### config.mk
export PLATFORM = sky130hd
export DESIGN_NAME = mips_trace_buf
export DESIGN_NICKNAME = d
export VERILOG_FILES = /design/src/rtl/mips_trace_buf.sv
export SDC_FILE = /design/constraint.sdc
export NUM_CORES = 2
export LEC_CHECK = 0
export CAP_MARGIN = 25
export CORE_MARGIN = 2
export CORE_UTILIZATION = 50
export DETAILED_ROUTE_END_ITERATION = 6
export PLACE_DENSITY = 0.67
export SETUP_SLACK_MARGIN = 0.4
export SYNTH_ARGS = -nofsm -noshare
export SYNTH_HDL_FRONTEND = slang
export SYNTH_SLANG_ARGS = --single-unit
### constraint.sdc
create_clock -name clk -period 17.63 [get_ports clk]
set_input_delay 3.526 -clock clk [delete_from_list [all_inputs] [get_ports clk]]
set_output_delay 3.526 -clock clk [all_outputs]
set_load 0.01 [all_outputs]
### src/rtl/mips_trace_buf.sv
// mips_trace_buf: captures GPR (W stage) and DM (M stage) writes as cycle-stamped
// records in a FIFO drained over a valid/ready port, with per-channel filtering and drop counting.
`default_nettype none

module mips_trace_buf #(
    parameter int DEPTH = 16,
    parameter int CNT_W = 16
) (
    input  logic                       clk,
    input  logic                       rst_n,
    input  logic                       gpr_wr,
    input  logic [4:0]                 gpr_waddr,
    input  logic [31:0]                gpr_wd,
    input  logic [31:0]                instr_w,
    input  logic                       dm_wr,
    input  logic [31:0]                dm_addr,
    input  logic [31:0]                dm_din,
    input  logic [31:0]                instr_m,
    input  logic [1:0]                 en_mask,
    input  logic                       skip_r0,
    input  logic                       flush,
    output logic                       tr_valid,
    input  logic                       tr_ready,
    output logic [1:0]                 tr_kind,
    output logic [31:0]                tr_instr,
    output logic [31:0]                tr_addr,
    output logic [31:0]                tr_data,
    output logic [31:0]                tr_cycle,
    output logic [CNT_W-1:0]           drop_cnt,
    output logic [$clog2(DEPTH):0]     level
);

    localparam int AW = $clog2(DEPTH);
    localparam logic [AW:0] DEPTH_L = (AW+1)'(DEPTH);

    typedef struct packed {
        logic [1:0]  kind;
        logic [31:0] instr;
        logic [31:0] addr;
        logic [31:0] data;
        logic [31:0] cyc;
    } rec_t;

    rec_t              mem_q [DEPTH];
    logic [AW-1:0]     wptr_q, wptr_d, rptr_q, rptr_d;
    logic [AW:0]       level_q, level_d, free;
    logic [31:0]       cycle_q;
    logic [CNT_W-1:0]  drop_q, drop_d;
    logic [CNT_W:0]    drop_sum;
    logic              g_ev, d_ev, push_g, push_d, pop;
    logic [1:0]        n_drop;
    rec_t              rec_g, rec_d, head;

    always_comb begin
        g_ev   = gpr_wr & en_mask[0] & ~(skip_r0 & (gpr_waddr == 5'd0));
        d_ev   = dm_wr & en_mask[1];
        free   = DEPTH_L - level_q;
        push_g = 1'b0;
        push_d = 1'b0;
        // With one slot left the older W-stage write wins; DM only fits if GPR is idle.
        if (free >= (AW+1)'(2)) begin
            push_g = g_ev;
            push_d = d_ev;
        end else if (free == (AW+1)'(1)) begin
            push_g = g_ev;
            push_d = d_ev & ~g_ev;
        end
        n_drop   = {1'b0, g_ev & ~push_g} + {1'b0, d_ev & ~push_d};
        pop      = tr_valid & tr_ready;
        drop_sum = {1'b0, drop_q} + (CNT_W+1)'(n_drop);

        rec_g = '{kind: 2'b01, instr: instr_w, addr: {27'd0, gpr_waddr},
                  data: gpr_wd, cyc: cycle_q};
        rec_d = '{kind: 2'b10, instr: instr_m, addr: dm_addr,
                  data: dm_din, cyc: cycle_q};

        wptr_d  = wptr_q + AW'(push_g) + AW'(push_d);
        rptr_d  = rptr_q + AW'(pop);
        level_d = level_q + (AW+1)'(push_g) + (AW+1)'(push_d) - (AW+1)'(pop);
        drop_d  = drop_sum[CNT_W] ? {CNT_W{1'b1}} : drop_sum[CNT_W-1:0];
        if (flush) begin
            wptr_d  = '0;
            rptr_d  = '0;
            level_d = '0;
            drop_d  = drop_q;
        end
    end

    always_ff @(posedge clk or negedge rst_n) begin
        if (!rst_n) begin
            wptr_q  <= '0;
            rptr_q  <= '0;
            level_q <= '0;
            cycle_q <= '0;
            drop_q  <= '0;
        end else begin
            wptr_q  <= wptr_d;
            rptr_q  <= rptr_d;
            level_q <= level_d;
            cycle_q <= cycle_q + 32'd1;
            drop_q  <= drop_d;
        end
    end

    // Storage is deliberately left unreset; validity is tracked by level alone.
    always_ff @(posedge clk) begin
        if (!flush) begin
            if (push_g) mem_q[wptr_q] <= rec_g;
            if (push_d) mem_q[wptr_q + AW'(push_g)] <= rec_d;
        end
    end

    always_comb begin
        head     = mem_q[rptr_q];
        tr_valid = (level_q != '0);
        tr_kind  = tr_valid ? head.kind  : 2'b00;
        tr_instr = tr_valid ? head.instr : 32'd0;
        tr_addr  = tr_valid ? head.addr  : 32'd0;
        tr_data  = tr_valid ? head.data  : 32'd0;
        tr_cycle = tr_valid ? head.cyc   : 32'd0;
        drop_cnt = drop_q;
        level    = level_q;
    end

endmodule

`default_nettype wire

==> results.yml <==
outcome:
  outcome: "finished clean"
clock_network:
  cts-root-buf: "clkbuf_16"
  cts_resized: 0
  clkLatencyLatePin_ns: 0.91
  cts_sinks: 2141
  cts_hold_buf: 0
  post-cts-setup-buffer-count: 0
  cts_buffers: 221
  htreeDepth: 4
  cts_tree: "done"
  clkTransAtPathRegs_ns: 0.06
  cts_buffer_depth: 3
synth:
  ys_warn_count: 0
  ys_seq_area_share_pct: 58.6
  avgSynthCellArea_sq_um: 13.8
  synth_cells: 7872
  synth_cell_types: 67
  synth_ff_type: "edfxtp_1"
  syn_area_sq_um: 109000
  async_flop_share_pct: 2.85
  synth_edf_count: 2048
  syn_nets: 8067
  ys_seq_elements: 2141
sta:
  rsz0062_at_grt: "false"
  slew_violations: 0
  finalHoldViolCount: 0
  holdWs_ns: 0.452
  setup_viol: 0
  setup_tns_ns: 0
  fmax_ghz: 0.100
  min_period_ns: 9.99
  finalCritPeriodShare_pct: 56.7
  worstMarginPinSlew_ns: 1.31
  clock_skew_ns: 0.0499
  relSlewSlack_pct: 12.7
layout:
  final_common_cell: "edfxtp_1"
  stdcell_count: 10738
  nNetsFinal: 7875
  nFillCells: 17207
  final_cell_mix: "edfxtp_1, mux2i_1, nand3_1, nor2_1, mux4_2"
  multi_input_area_sq_um: 41200
  regArea_sq_um: 63700
  drive_gt1_share_pct: 17.5
  area_growth_pct: 11.4
worst_setup_path:
  cp-end-kind: "output pin"
  max_stage_delay_ns: 0.99
  start_kind: "flip-flop"
  crit_top_cell: "buf_4"
  path_class: "reg -> out"
  path_cells: "buf_4, buf_4, buf_4, mux4_2, a21oi_1, o21ai_0, clkdlybuf4s50_1"
  crit_fanout: 62
  worstPathArrival_ns: 6.47
  critical_path_required_ns: 14.10
  cp_slowest_cell: "dfrtp_4"
place:
  io_buffers: 325
  dp_cells: 10303
  hpwl_mm: 192
  globalplace.congestion: 0.837
grt:
  antenna_found_initial: 26
  grt_overflow: 0
  grt_pass1_vias: 73279
  grt_first_pass_wirelength_mm: 519
  grt_max_degree: 189
  track_usage_pct: 32.1
route:
  post_drt_wl_per_cell_microns: 33.4
  drtIter0Drc: 10085
  routed_wl_mm: 358
  firstDrtPassIters: 6
  via_per_inst: 6.78
  drc: 0
  vias: 72801
  drt.antenna.violating_nets: 0
hold_path:
  min_path_type: "reg -> reg"
floorplan:
  initial_utilization_pct: 50.1
  ioPinCount: 326
  die_y_microns: 470
  die_width_microns: 470
  core_area_sq_um: 217000
  die_area_sq_um: 221000
  rows: 171
flow_run:
  maxCapViolations: 0
pwr:
  peakVddDrop_uv: 115
  p_leak_nw: 44.6
  power_w: 0.0137
  powerDensity_nw_per_um2: 114
power by group:
group | internal, W | total [W] | leakage, nW | switching, W
logic | 0.00123 | 0.00333 | 21.1 | 0.00210
registers | 0.00567 | 0.00577 | 20.1 | 0.0000940
clock network | 0.00258 | 0.00464 | 3.44 | 0.00206
registers in the layout, summed over array words and instances, names as in the netlist:
register / count
cycle_q: 32
drop_cnt: 16
level: 5
mem_q: 2080
rptr_q: 4
wptr_q: 4
logic make-up after synthesis:
family                   Yosys count  share of synthesized area [%]
AO/OA/AOI/OAI                    841                           5.61
multiplexers                    1824                           22.8
buffers and inverters           1013                           3.94
AND/OR/NAND/NOR                 1981                           8.35
adder cells (fa/ha/maj)           21                          0.263
flip-flops                      2141                           58.6
XOR/XNOR                          51                          0.411
path summary, 6_finish.rpt:
path	start	end	slack, ns	depth (start not counted)
max reg2reg	level[1]	mem_q[9][74]	10.41	19
max	rptr_q[1]	tr_data[2]	7.64	7
min in group asynchronous	rst_n	cycle_q[21]	2.46	1
max in group asynchronous	rst_n	rptr_q[0]	14.54	2
min reg2reg	mem_q[4][129]	mem_q[4][129]	0.45	1
min	mem_q[4][129]	mem_q[4][129]	0.45	1
layer usage:
metal | vias to the layer above | share of wire [%] | GRT usage [%] | wire (microns)
met1 | 37595 | 37 | 43.2 | 134000
met2 | 4806 | 47 | 50.7 | 168000
met4 | 10 | 4.9 | 15.2 | 17600
met5 | - | 0.014 | 0 | 49
li1 | 29631 | - | - | -
met3 | 759 | 11 | 5.70 | 38200
critical path: cells and delay by family (launching register included):
family                 cells  cell delay, ns
flip-flops                 1            0.99
multiplexers               1            0.35
AO/OA/AOI/OAI              2            0.87
buffers and inverters      4            3.23
synth_stat cells (3+ instances only):
cell type     n  area (sq um)
fa_1          3          60.1
buf_1        98           368
nor3_1        5          25.0
mux2_4       24           360
inv_1        89           334
o211ai_2      9           113
xnor2_1      31           272
a21oi_1      59           295
mux2_2      315          3550
nand3_1     723          3620
or3_1         3          18.8
mux4_2      478         10800
a21boi_0    467          3510
o22ai_1      88           551
a311oi_1     22           193
a21o_1        7          52.6
o211ai_1     20           150
or4_1         3          22.5
and4_1        7          61.3
a21boi_1     35           263
nor2b_1      33           206
and3_1      150           938
a32oi_1      20           175
o21a_1        7          52.6
ha_1         18           225
and2_1       10          62.6
mux2i_1    1004         10000
dfrtp_1      61          1530
buf_4        50           375
buf_2       112           561
clkbuf_1    642          2410
dfxtp_1      32           641
o21ai_1       6          30.0
mux2_1        3          33.8
nor2_1      674          2530
nand2b_1      5          31.3
nand4_1      30           188
a211oi_1     24           180
edfxtp_1   2048         61500
xor2_1       20           175
a22oi_1      22           165
o21ai_2       9          78.8
nand2_1     320          1200
buf_6        19           214
o21ai_0      38           190
cell type report:
class	instances	share of cell area [%]
Inverter	91	0.289
Sequential cell	2141	52.7
Multi-Input combinational cell	4718	34.1
Tap cell	2854	2.95
Clock inverter	119	0.922
Timing Repair Buffer	507	4.20
Clock buffer	292	4.89
Antenna cell	16	0.0331
per-stage QoR:
step	setup WS (ns)	utilization [%]	cell area [sq um]
3_5_place_dp	7.18	52.5	114000
4_1_cts	7.67	55.7	121000
2_1_floorplan	7.79	-	109000
6_report	7.64	55.8	121000
5_1_grt	7.59	55.8	121000
3_3_place_gp	7.28	52.4	113000
No activity file was read; power rests on OpenSTA's default activity.
==> patch: new RTL, config.mk and constraints unchanged <==
Set the parameter `CNT_W` to 32 (it was 16).
--- a/src/rtl/mips_trace_buf.sv
+++ b/src/rtl/mips_trace_buf.sv
@@ -4,7 +4,7 @@
 
 module mips_trace_buf #(
     parameter int DEPTH = 16,
-    parameter int CNT_W = 16
+    parameter int CNT_W = 32
 ) (
     input  logic                       clk,
     input  logic                       rst_n,
Ports: changed (resized drop_cnt); port bits go from 326 to 342. No check against the original RTL was run, so the function may have changed too.
==> patch against the original RTL <==
Total power grew 4.1%. First-iteration DRC count increased by 1.1%. Cell area rose by 0.58%. Sequential cell count rose by 16. Via count grew 0.82%. Wire length is 0.62% lower. Area after synthesis is 0.76% higher. Setup slack improved by 0.27 ns. Critical endpoint is now tr_addr[9].
==> patch: results <==
[status]
status = "complete, no violations"

[grt]
grt_util_all_layers_pct = 31.8
grt_max_degree = 161
antenna_found_initial = 46
grt_pass1_wl_mm = 517
grt_pass1_vias = 73705

[detailed_routing]
drc = 0
firstDrtPassIters = 7
drt_iter0_markers = 10197
dr_total_vias = 73399
wl_per_cell_um = 34.1

[cts]
cts_made_buffers = 224
clock_latency_ns = 0.90
post-cts-setup-buffer-count = 0
cts_htree_levels = 4
cts.path.max_buffers = 3
root_buffer = "clkbuf_16"
clkTransAtPathRegs_ns = 0.06
cts-resized-gates = 0

[finish]
largest_reg_flops = 2080
nFillCells = 17088
final_nets = 7555
largest-register = "mem_q"
final_layout_size_suffix_gt1_share_pct = 24.9

[setup_path]
r2r-start = "level[1]"
critPathLaunch = "rptr_q[0]"
worstPathMaxFanout = 44
crit_arrival_ns = 6.20

[min_path]
hold_path.class = "register to register"
min_from = "mem_q[8][128]"

[logic_synthesis]
synth_cell_types = 64
synth.net_count = 7797
yosysSeqAreaShare_pct = 58.6
synth_edf_count = 2048
synth_warnings = 0
synth_ff_type = "edfxtp_1"
synth.top_cells.by_count = "2048 x edfxtp_1, 1051 x and2_1, 664 x nor3_1, 650 x mux4_2, 590 x clkbuf_1"
synth.area.top_cells = "edfxtp_1 56%, mux4_2 13%, and2_1 6.0%"
synth-async-reset-ratio_pct = 3.57

[place]
place.gp.congestion = 0.830
port_buffers = 341
pre_cts_slack_ns = 7.36
place_hpwl_mm = 183

[timing]
slew_headroom_pct = 20.8
worst_clock_skew_ns = 0.0403

[power_and_ir_drop]
p_leak_nw = 38.8
sw_frac_of_total_pct = 31.2
peakVddDrop_uv = 156
-- patch: cell count changes after synthesis, sizes merged, moves of 172 or more --
cell	unedited run	this run
nand3	723	64
mux4	478	650
a21boi	502	2
nor3	6	665
or3	3	383
nor2	674	66
nand2	320	58
o41ai	0	406
mux2i	1004	0
a31o	0	312
and2	10	1051
-- patch: layer usage --
layer	vias to the layer above	track usage [%]	part of all wire, %
met3	1202	8.08	13
met5	-	0	0.032
met1	37111	42.5	37
met2	5645	49.0	45
li1	29421	-	-
met4	20	14.9	5.5
-- patch: worst paths after layout --
| kind | end | depth (start not counted) | slack, ns |
|---|---|---|---|
| min reg2reg | mem_q[8][128] | 1 | 0.47 |
| max in group asynchronous | rptr_q[1] | 2 | 13.87 |
| min in group asynchronous | cycle_q[21] | 1 | 2.64 |
| max | tr_addr[9] | 8 | 7.91 |
| max reg2reg | mem_q[3][1] | 16 | 10.21 |
| min | mem_q[8][128] | 1 | 0.47 |
-- patch: area by class of cell --
| cell class | count | area share (%) |
|---|---|---|
| Inverter | 155 | 0.482 |
| Tap cell | 2854 | 2.94 |
| Clock inverter | 121 | 0.823 |
| Clock buffer | 303 | 5.02 |
| Timing Repair Buffer | 512 | 4.21 |
| Multi-Input combinational cell | 4310 | 33.8 |
| Sequential cell | 2157 | 52.7 |
| Antenna cell | 22 | 0.0453 |
-- patch: through the flow --
| step | cell area, sq um | instances |
|---|---|---|
| after floorplan | 109000 | 7602 |
| after global placement | 114000 | 9978 |
| after detailed placement | 114000 | 9980 |
| after CTS | 121000 | 10404 |
| after global routing | 122000 | 10423 |
| final | 122000 | 10434 |
-- patch: critical path, stage by stage (launching register included) --
cell             delay (ns)
dfrtp_4                1.05
buf_4                  0.74
buf_4                  0.46
buf_16                 0.31
buf_4                  0.78
mux4_2                 0.67
mux4_2                 0.54
and2_1                 0.19
clkdlybuf4s50_1        0.48
-- patch: logic make-up (layout without fill, tap and decap cells) --
| logic type | after synthesis | in the layout | share of synthesized area, % |
|---|---|---|---|
| AOI/OAI and AO/OA | 845 | 845 | 6.84 |
| xor gates and xnor gates | 67 | 67 | 0.557 |
| adders and majority gates | 21 | 21 | 0.254 |
| buffers and inverters | 1135 | 1091 | 4.25 |
| DFF | 2157 | 2157 | 58.6 |
| muxes | 996 | 996 | 16.9 |
| other | 0 | 22 | 0 |
| and+or+nand+nor | 2381 | 2381 | 12.6 |
-- patch: power by group through the flow --
stage,clock [W],sequential (W),combinational [W]
final,0.00465,0.00584,0.00380
after global routing,0.00488,0.00585,0.00394
after CTS,0.00469,0.00584,0.00373
after detailed placement,0,0.00595,0.00372
after global placement,0,0.00594,0.00370
after floorplan,0,0.00590,0.00222
